--- src/rtl/cpu_pkg.sv ---
// Shared CPU definitions: datapath width, ALU opcode encodings and opcode helpers.
package cpu_pkg;

  localparam int unsigned XLEN = 32;

  localparam logic [2:0] OP_ADD = 3'd0;
  localparam logic [2:0] OP_SUB = 3'd1;
  localparam logic [2:0] OP_SLL = 3'd2;
  localparam logic [2:0] OP_SRL = 3'd3;
  localparam logic [2:0] OP_AND = 3'd4;
  localparam logic [2:0] OP_SRA = 3'd5;
  localparam logic [2:0] OP_OR  = 3'd6;
  localparam logic [2:0] OP_XOR = 3'd7;

  function automatic logic is_shift(input logic [2:0] op);
    return (op == OP_SLL) || (op == OP_SRL) || (op == OP_SRA);
  endfunction

endpackage

--- src/rtl/alu.sv ---
// Combinational 32-bit ALU. Shift amounts use the full B operand; callers mask as needed.
module alu
  import cpu_pkg::*;
(
  input  logic [2:0]      op,
  input  logic [XLEN-1:0] a,
  input  logic [XLEN-1:0] b,
  output logic [XLEN-1:0] y
);

  always_comb begin
    y = '0;
    unique case (op)
      OP_ADD: y = a + b;
      OP_SUB: y = a - b;
      OP_SLL: y = a << b;
      OP_SRL: y = a >> b;
      OP_AND: y = a & b;
      OP_SRA: y = $signed(a) >>> b;
      OP_OR:  y = a | b;
      OP_XOR: y = a ^ b;
    endcase
  end

endmodule

--- src/rtl/result_fifo.sv ---
// Small FIFO for tagged results with a registered head that holds its value when empty.
module result_fifo #(
  parameter int unsigned DEPTH = 2,
  parameter int unsigned DW    = 37
) (
  input  logic                       clk,
  input  logic                       rst,
  input  logic                       flush,
  input  logic                       push,
  input  logic [DW-1:0]              push_data,
  input  logic                       pop,
  output logic                       empty,
  output logic [$clog2(DEPTH):0]     count,
  output logic [DW-1:0]              head
);

  localparam int unsigned PtrW = $clog2(DEPTH);
  localparam int unsigned CntW = PtrW + 1;

  logic [DW-1:0]   mem_q [DEPTH];
  logic [PtrW-1:0] rptr_q, rptr_d, wptr_q, wptr_d;
  logic [CntW-1:0] count_q, count_d;
  logic [DW-1:0]   head_q, head_d;
  logic            full, do_push, do_pop;

  assign empty   = (count_q == '0);
  assign full    = (count_q == CntW'(DEPTH));
  assign do_push = push & ~full;
  assign do_pop  = pop & ~empty;
  assign count   = count_q;
  assign head    = head_q;

  always_comb begin
    rptr_d  = rptr_q;
    wptr_d  = wptr_q;
    count_d = count_q;
    head_d  = head_q;
    if (do_push) wptr_d = wptr_q + 1'b1;
    if (do_pop)  rptr_d = rptr_q + 1'b1;
    case ({do_push, do_pop})
      2'b10:   count_d = count_q + 1'b1;
      2'b01:   count_d = count_q - 1'b1;
      default: count_d = count_q;
    endcase
    // The pushed entry becomes head when it lands exactly at the new read pointer.
    if (count_d != '0) begin
      head_d = (do_push && (rptr_d == wptr_q)) ? push_data : mem_q[rptr_d];
    end
    if (flush) begin
      rptr_d  = '0;
      wptr_d  = '0;
      count_d = '0;
      head_d  = head_q;
    end
  end

  always_ff @(posedge clk) begin
    if (rst) begin
      rptr_q  <= '0;
      wptr_q  <= '0;
      count_q <= '0;
      head_q  <= '0;
      for (int i = 0; i < DEPTH; i++) mem_q[i] <= '0;
    end else begin
      rptr_q  <= rptr_d;
      wptr_q  <= wptr_d;
      count_q <= count_d;
      head_q  <= head_d;
      if (do_push) mem_q[wptr_q] <= push_data;
    end
  end

endmodule

--- src/rtl/alu_exec_stage.sv ---
// Execute stage: operand forwarding/masking around the ALU, buffered tagged results to writeback.
module alu_exec_stage
  import cpu_pkg::*;
#(
  parameter int unsigned DEPTH = 2,
  parameter int unsigned REG_W = 5
) (
  input  logic             clk,
  input  logic             rst,
  input  logic             flush,
  input  logic             in_valid,
  output logic             in_ready,
  input  logic [2:0]       in_op,
  input  logic [XLEN-1:0]  in_a,
  input  logic [XLEN-1:0]  in_b,
  input  logic             in_fwd_a,
  input  logic             in_fwd_b,
  input  logic [REG_W-1:0] in_rd,
  output logic             out_valid,
  input  logic             out_ready,
  output logic [XLEN-1:0]  out_result,
  output logic [REG_W-1:0] out_rd,
  output logic [31:0]      retired
);

  localparam int unsigned CntW = $clog2(DEPTH) + 1;

  logic [CntW-1:0]       count;
  logic                  empty;
  logic                  accept, pop;
  logic [XLEN-1:0]       opa, opb, alu_b, alu_y;
  logic [XLEN-1:0]       last_result_q;
  logic                  last_valid_q;
  logic [31:0]           retired_q;
  logic [XLEN+REG_W-1:0] head;

  // in_ready depends on registered occupancy only, so writeback cannot reach upstream.
  assign in_ready  = (count < CntW'(DEPTH));
  assign out_valid = ~empty;
  assign accept    = in_valid & in_ready;
  assign pop       = out_valid & out_ready;

  assign opa   = (in_fwd_a & last_valid_q) ? last_result_q : in_a;
  assign opb   = (in_fwd_b & last_valid_q) ? last_result_q : in_b;
  assign alu_b = is_shift(in_op) ? {{(XLEN-5){1'b0}}, opb[4:0]} : opb;

  alu u_alu (
    .op (in_op),
    .a  (opa),
    .b  (alu_b),
    .y  (alu_y)
  );

  result_fifo #(
    .DEPTH (DEPTH),
    .DW    (XLEN + REG_W)
  ) u_result_fifo (
    .clk       (clk),
    .rst       (rst),
    .flush     (flush),
    .push      (accept & ~flush),
    .push_data ({alu_y, in_rd}),
    .pop       (pop),
    .empty     (empty),
    .count     (count),
    .head      (head)
  );

  assign out_result = head[XLEN+REG_W-1:REG_W];
  assign out_rd     = head[REG_W-1:0];
  assign retired    = retired_q;

  always_ff @(posedge clk) begin
    if (rst) begin
      last_result_q <= '0;
      last_valid_q  <= 1'b0;
      retired_q     <= '0;
    end else begin
      if (pop) retired_q <= retired_q + 32'd1;
      if (flush) begin
        last_valid_q <= 1'b0;
      end else if (accept) begin
        last_valid_q  <= 1'b1;
        last_result_q <= alu_y;
      end
    end
  end

endmodule
--- config.mk ---
export PLATFORM = sky130hd
export DESIGN_NAME = alu_exec_stage
export DESIGN_NICKNAME = d
export VERILOG_FILES = /design/src/rtl/cpu_pkg.sv /design/src/rtl/alu.sv /design/src/rtl/result_fifo.sv /design/src/rtl/alu_exec_stage.sv
export SDC_FILE = /design/constraint.sdc
export NUM_CORES = 1
export LEC_CHECK = 0
export CAP_MARGIN = 20
export CORE_ASPECT_RATIO = 0.8
export CORE_MARGIN = 2
export CORE_UTILIZATION = 50
export DETAILED_ROUTE_END_ITERATION = 10
export DONT_BUFFER_PORTS = 1
export PLACE_DENSITY_LB_ADDON = 0.15
export SLEW_MARGIN = 20
export SYNTH_ARGS = -nofsm -noshare
export SYNTH_HDL_FRONTEND = slang
export SYNTH_SLANG_ARGS = --single-unit
--- constraint.sdc ---
create_clock -name clk -period 7.29 [get_ports clk]
set_input_delay 1.0935 -clock clk [delete_from_list [all_inputs] [get_ports clk]]
set_output_delay 1.0935 -clock clk [all_outputs]
set_load 0.02 [all_outputs]
==> metrics, run 1 <==
status complete, no violations; nets@finish around 2300; XOR/XNOR share of the synthesized area ~4.4%; pin count of the biggest net entering global routing 108; syn nets about 2400; Reg area 4340 sq um; post-cts sizing count 0; Worst setup EP type flip-flop; worst skew pair latency roughly 0.44 ns; Post-Syn Instances approximately 2200; first-pass GRT wire length 120 mm; Rel. slew slack approximately 21%; Routed WL per cell between 30 and 40 microns; register area share after synthesis between 20% and 30%; Adder-Cell Fraction of Synth Area under 10%; worst reg2reg endpoint u_result_fifo.mem_q[0][17]; GRT Residual Overflow 0; top post-synthesis cells by count nor2_1, nand2_1, a21oi_1; TritonCTS clock tree done; clock buffer count from CTS 17; Fmax achieved 169 MHz; initial core utilization approximately 51%; Placed Area around 18000 sq um; Synth Area per Inst 7.71 sq um; Clock Skew 0.00856 ns; Worst-path clk slew approximately 0.07 ns; layout overhead on the synthesized area 5.90%; reg2reg path depth 13; Main synth FF type dfxtp_1; DIE WIDTH 212 microns; Tot GR Track Use between 40% and 50%; Levels on crit path 13; Yosys top cell by area edfxtp_1; worst path cell trace nand2_4 -> mux2i_1 -> inv_1 -> ha_1 -> a211oi_1 -> o21ai_0 -> a21oi_1 -> o21bai_1 -> a2111oi_0 -> o21ai_0 -> nor3b_1 -> a211oi_1 -> nor2_1; clock sink count 180; # setup viols final 0; fill count between 3000 and 4000; DR vias 18800; RSZ-0062 raised after global routing false; maximum clock path buffer count 2; Tightest Hold Check Type reg -> reg; Compound-Gate Fraction of Synth Area about 28%; Static Leak a little over 7 nW; Slew @ Worst Pin about 1.2 ns; Synth top area share 12.9%; worst setup path startpoint last_valid_q; Setup crit end u_result_fifo.mem_q[0][17]; PortBufs 0; Synth Cell Area 17200 sq um; drt total wl 83.6 mm; Min Hold Slack 0.572 ns; Placed Cells 2567; vias in the first global route around 17000; critical path type reg -> reg; CTS root buffer clkbuf_16; Hold Buf Count CTS 0; num ports 150; number of core rows 60; CTS HTree Levels 4; sum of negative setup slack 0 ns; routed vias/inst 7.23; Crit-path slowest cell dfxtp_1; Final Hold Vio Count 0; drc violations 0; top cells by area, synth edfxtp_1, dfxtp_1, ha_1, a21oi_1, mux2i_1; Yosys reg bits 180; reg2reg start last_valid_q; most common cell in the synthesized netlist nor2_1; min Tclk post-route approximately 6 ns; DPL Wire Length about 64 mm; setup repair bufs after CTS 0; WP data arrival between 6 and 7 ns; count of cell types in the netlist 94; type of element launching the critical path flip-flop; Reg2Reg Setup Slack 1.38 ns; Worst Path Required around 7.5 ns; Buf+Inv Stages, Crit Path 1; CP top delay family compound AO/OA/AOI/OAI gates; DR iter-0 viols slightly above 3000; Max-Cap Viols 0; die height ~170 microns; gp weighted congestion 1.10; CP max FO 43; initial antenna violation count 8; Non-Filler Instances around 2600; max incr delay on CP 0.86 ns; multiplexer share of the synthesized area roughly 7.7%; Finished Cell Area roughly 18000 sq um; Ys Warns 0; maximum vdd drop about 170 uV; Pwr Density approximately 190 nW/um^2; ys async rst share 0%; Die ar. between 30000 and 40000 sq um; EDFF count, synth 74; Core ar. between 30000 and 40000 sq um; DRT Pass-1 Iters 7; layout cell share with drive strength beyond 1 9.23%; Final Max Slew Viols 0; post-route ant nets 0; crit share post-route ~81%; multi-input logic area 12000 sq um; Synth Area in Simple Gates a little over a fifth; main combinational cell family by area after synthesis compound AO/OA/AOI/OAI gates; hold path start u_result_fifo.head[29]
[worst min-delay path by stage]
stage / endpoint / cells past startpoint
2_1_floorplan: last_result_q[15] / 2
3_3_place_gp: u_result_fifo.head[4] / 2
3_5_place_dp: u_result_fifo.head[29] / 2
4_1_cts: u_result_fifo.head[29] / 2
5_1_grt: u_result_fifo.head[29] / 2
6_report: u_result_fifo.head[29] / 2
[worst register-to-register path, cell delays in order, from the launching register on]
cell       delay [ns]
dfxtp_1          0.86
nand2_4          0.51
mux2i_1          0.72
inv_1            0.30
ha_1             0.44
a211oi_1         0.37
o21ai_0          0.24
a21oi_1          0.30
o21bai_1         0.13
a2111oi_0        0.64
o21ai_0          0.18
nor3b_1          0.20
a211oi_1         0.66
nor2_1           0.10
[kinds of logic after synthesis]
logic type,after synthesis
AO/OA/AOI/OAI,725
AND/OR/NAND/NOR,764
flip-flops,180
buffers and inverters,255
multiplexers,125
XOR/XNOR,87
adder cells (fa/ha/maj),99
[metrics by stage]
step | setup slack, ns | power (mW) | util, %
after global placement | 1.49 | 2.44 | 52.2
after detailed placement | 1.41 | 2.44 | 52.2
after global routing | 0.893 | 3.52 | 54.0
after floorplan | 1.64 | 2.00 | -
final | 1.38 | 3.42 | 54.0
after CTS | 1.53 | 3.35 | 54.0
[layout make-up]
type	instances	share of cell area, %
Inverter	89	1.83
Antenna cell	1	0.0137
Clock inverter	12	0.706
Timing Repair Buffer	65	2.66
Clock buffer	20	2.50
Sequential cell	180	23.8
Multi-Input combinational cell	1800	65.5
Tap cell	434	2.98
[layout by cell type, fill, tap and decap left out, types with 11 or more instances in the layout]
master and n:
and3_1 40, clkbuf_16 17, ha_1 98, or3_1 15, nand2b_1 28, buf_4 64
nand3_1 44, o31ai_1 22, nor4_1 12, o221ai_1 11, xnor2_1 58, nor3_1 93
a21o_1 15, xor2_1 28, nand2_1 210, a211oi_1 100, o22ai_1 12, o211ai_1 24
and2_1 13, a22oi_1 12, a221oi_1 37, a31oi_1 38, mux2i_1 86, edfxtp_1 74
dfxtp_1 106, a21oi_1 193, nand4_1 12, mux2_2 35, o21ai_0 136, nor2_1 217
nor3b_1 24, inv_1 85
[where the power goes]
group,total [mW],switching [mW],internal [mW]
clock network,0.914,0.391,0.522
registers,1.17,0.0767,1.10
logic,1.33,0.923,0.406
total,3.42,1.39,2.03
[flip-flops by register name, indices dropped and copies added, names as in the netlist]
signal and count:
last_result_q 32, last_valid_q 1, retired 32, u_result_fifo.count 2, u_result_fifo.head 37, u_result_fifo.mem_q 74, u_result_fifo.rptr_q 1, u_result_fifo.wptr_q 1
[metal layers]
metal / part of all wire (%) / track usage, %
met5: 0.028 / 0
met4: 6.5 / 25.1
met3: 15 / 17.8
met2: 40 / 64.5
met1: 39 / 60.0
No activity file was read; power rests on OpenSTA's default activity.
==> inputs of run 2 (changes only) <==
Clock period 7.29 ns to 5.7 ns, I/O delays scaled along.
==> run 2 against run 1 <==
Compared with the run above:
- first-iteration DRC count shrank 3.2%
- clock-buffer cell count grew 3
- clock power grew 31%
- final cell count grew 2.1%
- sequential share of layout area shrank 0.51 points
- die area is the same
- global-route usage grew 0.78 points
- total power grew 32%
- via count grew 2.7%
- sequential power grew 27%
- critical endpoint is now u_result_fifo.mem_q[0][27]
==> metrics, run 2 (synthesized netlist as in run 1, its figures left out) <==
status complete, no violations (unchanged); Placed Area 18000 sq um (was 17600 sq um); Pwr Density 243 nW/um^2 (was 187 nW/um^2); drc violations 0 (unchanged); most frequent cells in the layout nor2_1, nand2_1, a21oi_1 (unchanged); CTS root buffer clkbuf_16 (unchanged); Flop pwr share 32.9% (was 34.4%); WP data arrival 5.73 ns (was 6.08 ns); CTS HTree Levels 4 (unchanged); type of element launching the critical path flip-flop (unchanged); vias in the first global route 17800 (was 17500); GRT Residual Overflow 0 (unchanged); Static Leak 7.45 nW (was 7.20 nW); maximum vdd drop 219 uV (was 172 uV); Max-Cap Viols 0 (unchanged); clock buffer count from CTS 17 (unchanged); Worst-path clk slew 0.08 ns (was 0.07 ns); number of core rows 60 (unchanged); worst skew pair latency 0.46 ns (was 0.44 ns); layout overhead on the synthesized area 8.20% (was 5.90%); Tightest Hold Check Type in -> reg (was reg -> reg); # setup viols final 0 (unchanged); switching power 1.84 mW (was 1.39 mW); total power 4.52 mW (was 3.42 mW); max reg flops 74 (unchanged); reg2reg start last_valid_q (unchanged); die height 170 microns (unchanged); clock power share 26.6% (was 26.7%); Sw Share 40.7% (about the same); first-pass GRT wire length 122 mm (was 120 mm); fill count 3208 (was 3220); layout cell share with drive strength beyond 1 11.0% (was 9.23%); hold endpoint u_result_fifo.head[4] (was u_result_fifo.head[29]); Final Hold Vio Count 0 (unchanged); initial core utilization 51.0% (unchanged); Non-Filler Instances 2656 (was 2601); DIE WIDTH 212 microns (unchanged); maximum clock path buffer count 2 (unchanged); Routed WL per cell 32.0 microns (was 32.1 microns); Final Max Slew Viols 0 (unchanged); Tot GR Track Use 46.7% (was 45.9%); Hold Buf Count CTS 0 (unchanged); reg2reg path depth 18 (was 13); initial antenna violation count 6 (was 8); clock sink count 180 (unchanged); Min-Delay Path Depth 1 (was 2); DR vias 19300 (was 18800); min Tclk post-route 5.55 ns (was 5.91 ns); num ports 150 (unchanged); crit share post-route 97.4% (was 81.1%); sum of negative setup slack 0 ns (unchanged); worst reg2reg endpoint u_result_fifo.mem_q[0][27] (was u_result_fifo.mem_q[0][17]); TritonCTS clock tree done (unchanged); Finished Cell Area 18600 sq um (was 18200 sq um); Core ar. 33800 sq um (unchanged); internal power 2.68 mW (was 2.03 mW); DPL Wire Length 65.3 mm (was 63.5 mm); PortBufs 0 (unchanged); DR iter-0 viols 3018 (was 3119); Worst setup EP type flip-flop (unchanged); critical path type reg -> reg (unchanged); commonest non-fill, non-tap cell in the layout nor2_1 (unchanged); Worst Path Required 5.87 ns (was 7.46 ns); Reg2Reg Setup Slack 0.15 ns (was 1.38 ns); Min Hold Slack 0.477 ns (was 0.572 ns); DRT Pass-1 Iters 8 (was 7); Most flops, register u_result_fifo.mem_q (unchanged); post-route ant nets 0 (unchanged); Fmax achieved 180 MHz (was 169 MHz); drt total wl 85.1 mm (was 83.6 mm); Placed Cells 2618 (was 2567); gp weighted congestion 1.12 (was 1.10); Gate power share 40.5% (was 38.9%); nets@finish 2381 (was 2331); CP max FO 15 (was 43); Rel. slew slack 16.1% (was 20.6%); RSZ-0062 raised after global routing false (unchanged); Slew @ Worst Pin 1.25 ns (was 1.18 ns); hold path start rst (was u_result_fifo.head[29]); routed vias/inst 7.27 (was 7.23); Die ar. 36000 sq um (unchanged); pin count of the biggest net entering global routing 108 (unchanged); Clock Skew 0.0205 ns (was 0.00856 ns)
## run 2: changes by cell type in the layout (fill, tap and decap cells not counted), moves of 2 or more
cell	before	now
diode_2	1	6
clkinv_4	2	0
buf_4	64	114
nor3_1	93	95
clkbuf_1	1	5
o21ai_0	136	134
nor3_2	6	4
o21ai_1	8	10
## run 2: metal layers
layer	global-route usage [%]	up-vias	share of wire [%]
met3	19.5	300	16
met2	61.7	1527	38
met1	62.6	9221	39
met4	27.5	0	6.8
met5	0	-	0
li1	-	8261	-
## run 2: power groups by stage
| stage | clock network [mW] | registers, mW | logic (mW) |
|---|---|---|---|
| after global placement | 0 | 1.51 | 1.70 |
| after detailed placement | 0 | 1.51 | 1.71 |
| after CTS | 1.21 | 1.48 | 1.72 |
| final | 1.20 | 1.49 | 1.83 |
| after floorplan | 0 | 1.48 | 1.07 |
| after global routing | 1.25 | 1.49 | 1.89 |
## run 2: worst max-delay path, cell delays in order, from the launching register on
cell       delay, ns
dfxtp_1         0.54
nand2_4         0.26
o31ai_2         0.30
buf_4           0.32
o2111ai_1       0.38
nor2_1          0.27
a31oi_1         0.13
xnor2_1         0.14
ha_1            0.41
a21oi_1         0.16
o21ai_0         0.17
a2111oi_0       0.76
o31a_1          0.39
o221a_2         0.30
buf_4           0.12
xnor2_1         0.13
o22ai_1         0.12
nor3_2          0.28
nor2_1          0.09
## run 2: how the worst max path moves through the flow
| stage | end | slack, ns | from |
|---|---|---|---|
| 6_report | u_result_fifo.mem_q[0][27] | 0.15 | last_valid_q |
| 5_1_grt | u_result_fifo.mem_q[0][34] | 0.005 | last_valid_q |
| 4_1_cts | u_result_fifo.mem_q[0][34] | 0.31 | last_valid_q |
| 3_5_place_dp | u_result_fifo.mem_q[0][34] | 0.05 | in_op[1] |
| 3_3_place_gp | u_result_fifo.mem_q[0][34] | 0.1 | in_op[1] |
| 2_1_floorplan | u_result_fifo.mem_q[0][32] | 0.29 | in_fwd_b |
## run 2: per-stage QoR
step / setup slack [ns] / util, %
after floorplan: 0.286 / -
after global placement: 0.0996 / 53.3
after detailed placement: 0.0480 / 53.4
after CTS: 0.308 / 55.1
after global routing: 0.00491 / 55.2
final: 0.146 / 55.2
## run 2: cell type report
class                   count  area [sq um]  share of cell area [%]
clock buffers              23           458                    2.46
inverters                  89           334                    1.79
repair buffers            115           876                    4.70
clock inverters             9           128                   0.685
multi-input cells        1800         11900                    64.1
well taps                 434           543                    2.91
flip-flops and latches    180          4340                    23.3
diodes                      6          15.0                  0.0805
## run 2: what timing repair did
| action | 4_1_cts | 5_1_grt |
|---|---|---|
| endpoints found under the setup margin | 0 | 16 |
| resized for setup | 0 | 2 |
| setup buffers | 0 | 0 |
